### config.mk
export PLATFORM = sky130hd
export DESIGN_NAME = jtcontra_snd_cmdq
export DESIGN_NICKNAME = d
export VERILOG_FILES = /design/src/rtl/jtcontra_snd_pkg.sv /design/src/rtl/jtcontra_snd_fifo.sv /design/src/rtl/jtcontra_snd_cmdq.sv
export SDC_FILE = /design/constraint.sdc
export NUM_CORES = 1
export LEC_CHECK = 0
export ABC_AREA = 1
export CORE_UTILIZATION = 45
export DETAILED_ROUTE_END_ITERATION = 6
export PLACE_DENSITY_LB_ADDON = 0.25
export SLEW_MARGIN = 20
export SYNTH_ARGS = -nofsm -noshare
export SYNTH_HDL_FRONTEND = slang
export SYNTH_SLANG_ARGS = --single-unit
### constraint.sdc
create_clock -name clk -period 1.8 [get_ports clk]
set_input_delay 0.27 -clock clk [delete_from_list [all_inputs] [get_ports clk]]
set_output_delay 0.27 -clock clk [all_outputs]
set_load 0.03 [all_outputs]
### src/rtl/jtcontra_snd_pkg.sv
// Shared types for the sound command queue: IRQ request states and level-width helper.
package jtcontra_snd_pkg;

  typedef enum logic [1:0] {
    IRQ_IDLE  = 2'd0,
    IRQ_REQ   = 2'd1,
    IRQ_ACKED = 2'd2
  } irq_st_t;

  // Level counter must represent 0..DEPTH inclusive.
  function automatic int lvl_w(input int depth);
    return $clog2(depth) + 1;
  endfunction

endpackage

### src/rtl/jtcontra_snd_fifo.sv
// Circular command buffer with occupancy counter; head is visible combinationally.
// Push on full is accepted only when a pop frees the head slot in the same cycle.
module jtcontra_snd_fifo
  import jtcontra_snd_pkg::*;
#(
  parameter int DW    = 8,
  parameter int DEPTH = 4
) (
  input  logic                    clk,
  input  logic                    rst,
  input  logic                    push_i,
  input  logic [DW-1:0]           din_i,
  input  logic                    pop_i,
  output logic [DW-1:0]           dout_o,
  output logic                    empty_o,
  output logic                    full_o,
  output logic [lvl_w(DEPTH)-1:0] level_o,
  output logic                    drop_o
);

  localparam int LW = lvl_w(DEPTH);
  localparam int PW = (DEPTH > 1) ? $clog2(DEPTH) : 1;
  localparam logic [PW-1:0] PTR_LAST = PW'(DEPTH - 1);
  localparam logic [LW-1:0] LVL_FULL = LW'(DEPTH);

  logic [DW-1:0] mem_q [DEPTH];
  logic [PW-1:0] wr_ptr_q, wr_ptr_d;
  logic [PW-1:0] rd_ptr_q, rd_ptr_d;
  logic [LW-1:0] level_q, level_d;
  logic          do_push, do_pop;

  assign empty_o = (level_q == '0);
  assign full_o  = (level_q == LVL_FULL);
  assign level_o = level_q;
  assign dout_o  = mem_q[rd_ptr_q];

  // A pop on an empty queue never lets a same-cycle push bypass storage.
  assign do_pop  = pop_i && !empty_o;
  assign do_push = push_i && (!full_o || do_pop);
  assign drop_o  = push_i && full_o && !pop_i;

  always_comb begin
    wr_ptr_d = wr_ptr_q;
    rd_ptr_d = rd_ptr_q;
    level_d  = level_q;
    if (do_push) wr_ptr_d = (wr_ptr_q == PTR_LAST) ? '0 : wr_ptr_q + PW'(1);
    if (do_pop)  rd_ptr_d = (rd_ptr_q == PTR_LAST) ? '0 : rd_ptr_q + PW'(1);
    case ({do_push, do_pop})
      2'b10:   level_d = level_q + LW'(1);
      2'b01:   level_d = level_q - LW'(1);
      default: level_d = level_q;
    endcase
  end

  always_ff @(posedge clk) begin
    if (rst) begin
      wr_ptr_q <= '0;
      rd_ptr_q <= '0;
      level_q  <= '0;
    end else begin
      wr_ptr_q <= wr_ptr_d;
      rd_ptr_q <= rd_ptr_d;
      level_q  <= level_d;
    end
  end

  // Storage is deliberately left out of reset.
  always_ff @(posedge clk) begin
    if (do_push) mem_q[wr_ptr_q] <= din_i;
  end

endmodule

### src/rtl/jtcontra_snd_cmdq.sv
// Main-to-sound CPU command queue (FIFO or overwrite latch) with an ack-aware int_n request FSM.
// snd_dout is combinational from the head; int_n follows the registered level by one clk.
module jtcontra_snd_cmdq
  import jtcontra_snd_pkg::*;
#(
  parameter int            DW          = 8,
  parameter int            DEPTH       = 4,
  parameter bit            LATCH_MODE  = 1'b0,
  parameter bit            IRQ_PER_CMD = 1'b1,
  parameter logic [DW-1:0] EMPTY_VAL   = DW'(8'hff)
) (
  input  logic                    clk,
  input  logic                    rst,
  input  logic                    main_wr,
  input  logic [DW-1:0]           main_din,
  input  logic                    snd_rd,
  input  logic                    irq_ack,
  output logic [DW-1:0]           snd_dout,
  output logic                    int_n,
  output logic                    empty,
  output logic                    full,
  output logic [lvl_w(DEPTH)-1:0] level,
  output logic                    ovf,
  input  logic                    ovf_clr
);

  localparam int LW = lvl_w(DEPTH);

  logic    ovf_set;
  logic    ovf_q, ovf_d;
  logic    pop_ok;
  irq_st_t st_q, st_d;

  generate
    if (LATCH_MODE) begin : g_latch
      logic [DW-1:0] latch_q, latch_d;
      logic          vld_q, vld_d;

      // A write in the same cycle as a read keeps the new byte pending.
      always_comb begin
        latch_d = latch_q;
        vld_d   = vld_q;
        if (main_wr) begin
          latch_d = main_din;
          vld_d   = 1'b1;
        end else if (snd_rd) begin
          vld_d   = 1'b0;
        end
      end

      always_ff @(posedge clk) begin
        if (rst) begin
          latch_q <= EMPTY_VAL;
          vld_q   <= 1'b0;
        end else begin
          latch_q <= latch_d;
          vld_q   <= vld_d;
        end
      end

      assign snd_dout = latch_q;
      assign empty    = !vld_q;
      assign full     = vld_q;
      assign level    = LW'(vld_q);
      assign ovf_set  = 1'b0;
    end else begin : g_fifo
      logic [DW-1:0] head;

      jtcontra_snd_fifo #(
        .DW    (DW),
        .DEPTH (DEPTH)
      ) u_fifo (
        .clk     (clk),
        .rst     (rst),
        .push_i  (main_wr),
        .din_i   (main_din),
        .pop_i   (snd_rd),
        .dout_o  (head),
        .empty_o (empty),
        .full_o  (full),
        .level_o (level),
        .drop_o  (ovf_set)
      );

      assign snd_dout = empty ? EMPTY_VAL : head;
    end
  endgenerate

  assign pop_ok = snd_rd && !empty;

  // A fresh overflow outranks a simultaneous clear.
  always_comb begin
    ovf_d = ovf_q;
    if (ovf_set)      ovf_d = 1'b1;
    else if (ovf_clr) ovf_d = 1'b0;
  end

  always_comb begin
    st_d  = st_q;
    int_n = 1'b1;
    case (st_q)
      IRQ_IDLE: begin
        if (level != '0) st_d = IRQ_REQ;
      end
      IRQ_REQ: begin
        int_n = 1'b0;
        // Never retract: the Z80 may already have sampled the request.
        if (irq_ack) st_d = IRQ_ACKED;
      end
      IRQ_ACKED: begin
        if (IRQ_PER_CMD) begin
          if (pop_ok) st_d = IRQ_IDLE;
        end else begin
          if (level == '0) st_d = IRQ_IDLE;
        end
      end
      default: st_d = IRQ_IDLE;
    endcase
  end

  always_ff @(posedge clk) begin
    if (rst) begin
      st_q  <= IRQ_IDLE;
      ovf_q <= 1'b0;
    end else begin
      st_q  <= st_d;
      ovf_q <= ovf_d;
    end
  end

  assign ovf = ovf_q;

endmodule
==> flow_metrics.tcl <==
set metrics [dict create \
    status "finished, final reports clean" \
    crit_chain "inv_1, nand2_2, buf_4, o211ai_1, buf_4" \
    clockRootBuffer "clkbuf_8" \
    worst_skew_pair.late_latency_ns 0.29 \
    clk_pin_slew_worst_paths_ns 0.08 \
    syn_avg_cell_area_um2 12.0 \
    setup.worst_path.end_class "output port" \
    num_antenna_cells 0 \
    synth-main-ff-cell "edfxtp_1" \
    timing.critical_path.from_type "register" \
    drt-pass1-iter-count 4 \
    syn-instance-count 159 \
    die-area_um2 4490 \
    timing.slew.headroom 0.787 \
    timing.rr.start "g_fifo.u_fifo.level_o[2]" \
    cellLeakagePower_nw 0.942 \
    floorplan.initialDensity 0.472 \
    fin_worst_hold_slack_ns 0.467 \
    placed_cells_incl_taps 243 \
    cp_top_family "buffers and inverters" \
    wl_per_cell_um 13.7 \
    async_flop_share 0 \
    fin_crit_ns 1.69 \
    final_clock_period_utilization_by_the_worst_path 0.937 \
    setup_failing_eps_final 0 \
    post_route_cells_drive_above_1_share 0.187 \
    first_global_vias 1272 \
    yosysWarningCount 0 \
    tritoncts_clock_tree "done" \
    buffer_ports.inserted 28 \
    worst_clock_skew_ns 0.00335 \
    synth_top_area_share 0.505 \
    timing.final.hold_violations 0 \
    max_freq_mhz 593 \
    total_power_mw 2.89 \
    critical_path.slowest_cell "dfxtp_1" \
    tightest_pin_transition_ns 0.319 \
    path_class "register to output port" \
    rows 23 \
    synth.cell_area_um2 1900 \
    cts_inserted_buffers 5 \
    maximum_number_of_pins_on_one_net_before_global_route_repair 25 \
    viasPerCell 5.01 \
    synth.distinct_cells 25 \
    drt-initial-drc-count 60 \
    signal_arrival_time_at_the_worst_endpoint_ns 1.42 \
    synth_edf_count 32 \
    final_max_slew_viol_count 0 \
    fin_cells 253 \
    routed_wirelength_mm 3.47 \
    r2r_slack_ns 0.15 \
    timing.critical_path.slowest_cell_delay_ns 0.38 \
    clock_tree.htree_level_count 2 \
    detail_route_antenna_nets 0 \
    grt_pass1_wl_mm 5.45 \
    worst-endpoint-required_ns 1.53 \
    die_w_um 67.0 \
    critical_path.max_fanout 10 \
    fp.dieH_um 67.0 \
    yosys_register_bits 44 \
    cts_hold_buffers 0 \
    synth_fp_nets 179 \
    post-dp-hpwl_mm 2.48 \
    critical_path.most_common_cell "buf_4" \
    r2r-end "g_fifo.u_fifo.level_o[2]" \
    clock_tree.buffer_depth 2 \
    worst-path-buf-inv 3 \
    min_path_cells 2 \
    design.core.area_um2 4030 \
    syn2layout_area_growth_pct 25.7 \
    clock_sink_count 44 \
    place.gp.congestion 0.770 \
    holdCritPathClass "register to register" \
    grt_setup_unrepaired "no" \
    routed-via-count 1267 \
    synth_largest_area_cell "edfxtp_1" \
    synth_top_cells_by_area "edfxtp_1 51%, dfxtp_1 13%, o211ai_1 6.3%" \
    yosysSeqAreaShare 0.632 \
    worstHoldStart "ovf" \
    maxCapViolCount 0 \
    p_per_area_nw_per_um2 1210 \
    track_usage 0.172 \
    layout.nets 222 \
    remaining_routing_drc_violations 0 \
    worst_ir_drop_vdd_mv 0.601 \
    worst-r2r-cell-count 10 \
    antenna_found_initial 0 \
    grt-ovfl-total 0 \
    top_level_ports 29 \
    hold-path-endpoint "ovf" \
]
-- flip-flops by register name (all words and copies together) (netlist names), named ones only --
name and cells:
st_q 2, g_fifo.u_fifo.rd_ptr_q 2, g_fifo.u_fifo.wr_ptr_q 2, g_fifo.u_fifo.level_o 3, g_fifo.u_fifo.mem_q 32, ovf 1
-- final cells by class --
type	instances	area, um2
fillers	338	1640
flip-flops and latches	44	1200
multi-input cells	83	567
repair buffers	41	355
inverters	27	108
clock buffers	6	82.6
well taps	50	62.6
clock inverters	2	15.0
-- kinds of logic after synthesis --
group	count (synthesis)	synth area share
DFF	44	0.632
and+or+nand+nor	39	0.101
buffers and inverters	32	0.0704
AOI/OAI and AO/OA	30	0.112
muxes	8	0.0421
adders and majority gates	6	0.0434
-- cells in the mapped netlist, types with 2 or more instances --
master,n
buf_4,2
nand3_1,5
mux2i_1,8
edfxtp_1,32
dfxtp_1,12
o21ai_0,2
nand4_1,2
nand2_1,15
ha_1,5
buf_2,3
a21oi_1,6
o21ai_1,2
nand2_4,2
nand2_2,2
inv_1,26
nor2_1,11
o211ai_1,16
-- report_power, final --
group / total (mW) / internal (mW) / switching [mW]
clock: 0.626 / 0.310 / 0.316
sequential: 1.24 / 1.18 / 0.0534
combinational: 1.03 / 0.402 / 0.627
-- routing by layer --
metal	wire (um)	vias up	global-route usage	share of wire
met2	1880	24	0.320	0.54
met5	0	-	0	0
met1	1380	602	0.178	0.40
met4	51	0	0.0745	0.015
li1	-	634	-	-
met3	156	7	0.0411	0.045
-- worst max path at each step --
stage / end / startpoint / slack (ns) / cells past startpoint
after floorplan: g_fifo.u_fifo.level_o[2] / g_fifo.u_fifo.level_o[2] / 0.03 / 10
after global placement: g_fifo.u_fifo.level_o[2] / snd_rd / 0.003 / 9
after detailed placement: g_fifo.u_fifo.level_o[2] / snd_rd / -0.05 / 9
after CTS: snd_dout[5] / register / 0.02 / 4
after global routing: snd_dout[7] / g_fifo.u_fifo.level_o[0] / 0.007 / 5
final: snd_dout[5] / g_fifo.u_fifo.level_o[2] / 0.11 / 5
-- stage by stage --
stage               area [um2]  TNS [ns]   util  setup slack, ns
floorplan                 1900         0      -           0.0299
global placement          2280         0  0.565          0.00307
detailed placement        2280   -0.0518  0.565          -0.0518
CTS                       2380         0  0.590           0.0213
global route              2390         0  0.593          0.00726
finish                    2390         0  0.593            0.113
-- timing repair --
| action | 4_1_cts | 5_1_grt |
|---|---|---|
| setup endpoints to repair | 3 | 5 |
| gates resized for setup | 3 | 0 |
| buffers inserted | 0 | 2 |
-- layout by cell type, fill, tap and decap left out, drive strengths merged --
master | Yosys | routed
edfxtp | 32 | 32
nor2 | 12 | 12
clkbuf | 0 | 6
buf | 5 | 21
nand4 | 2 | 2
fa | 1 | 1
a21oi | 6 | 6
o211ai | 16 | 16
o211a | 1 | 1
inv | 27 | 26
dfxtp | 12 | 12
nand3 | 6 | 6
o21ai | 5 | 5
nand2 | 19 | 19
clkdlybuf4s50 | 0 | 18
clkinvlp | 0 | 3
o2111ai | 1 | 1
dlygate4sd2 | 0 | 2
mux2i | 8 | 8
a21boi | 1 | 1
ha | 5 | 5
-- worst min-delay path: cells and delay by family, from the launching register on --
| kind | cells | cell delay (ns) |
|---|---|---|
| AND/OR/NAND/NOR | 1 | 0.06 |
| AO/OA/AOI/OAI | 1 | 0.05 |
| flip-flops | 1 | 0.31 |
Power figures use the tool's default switching activity.
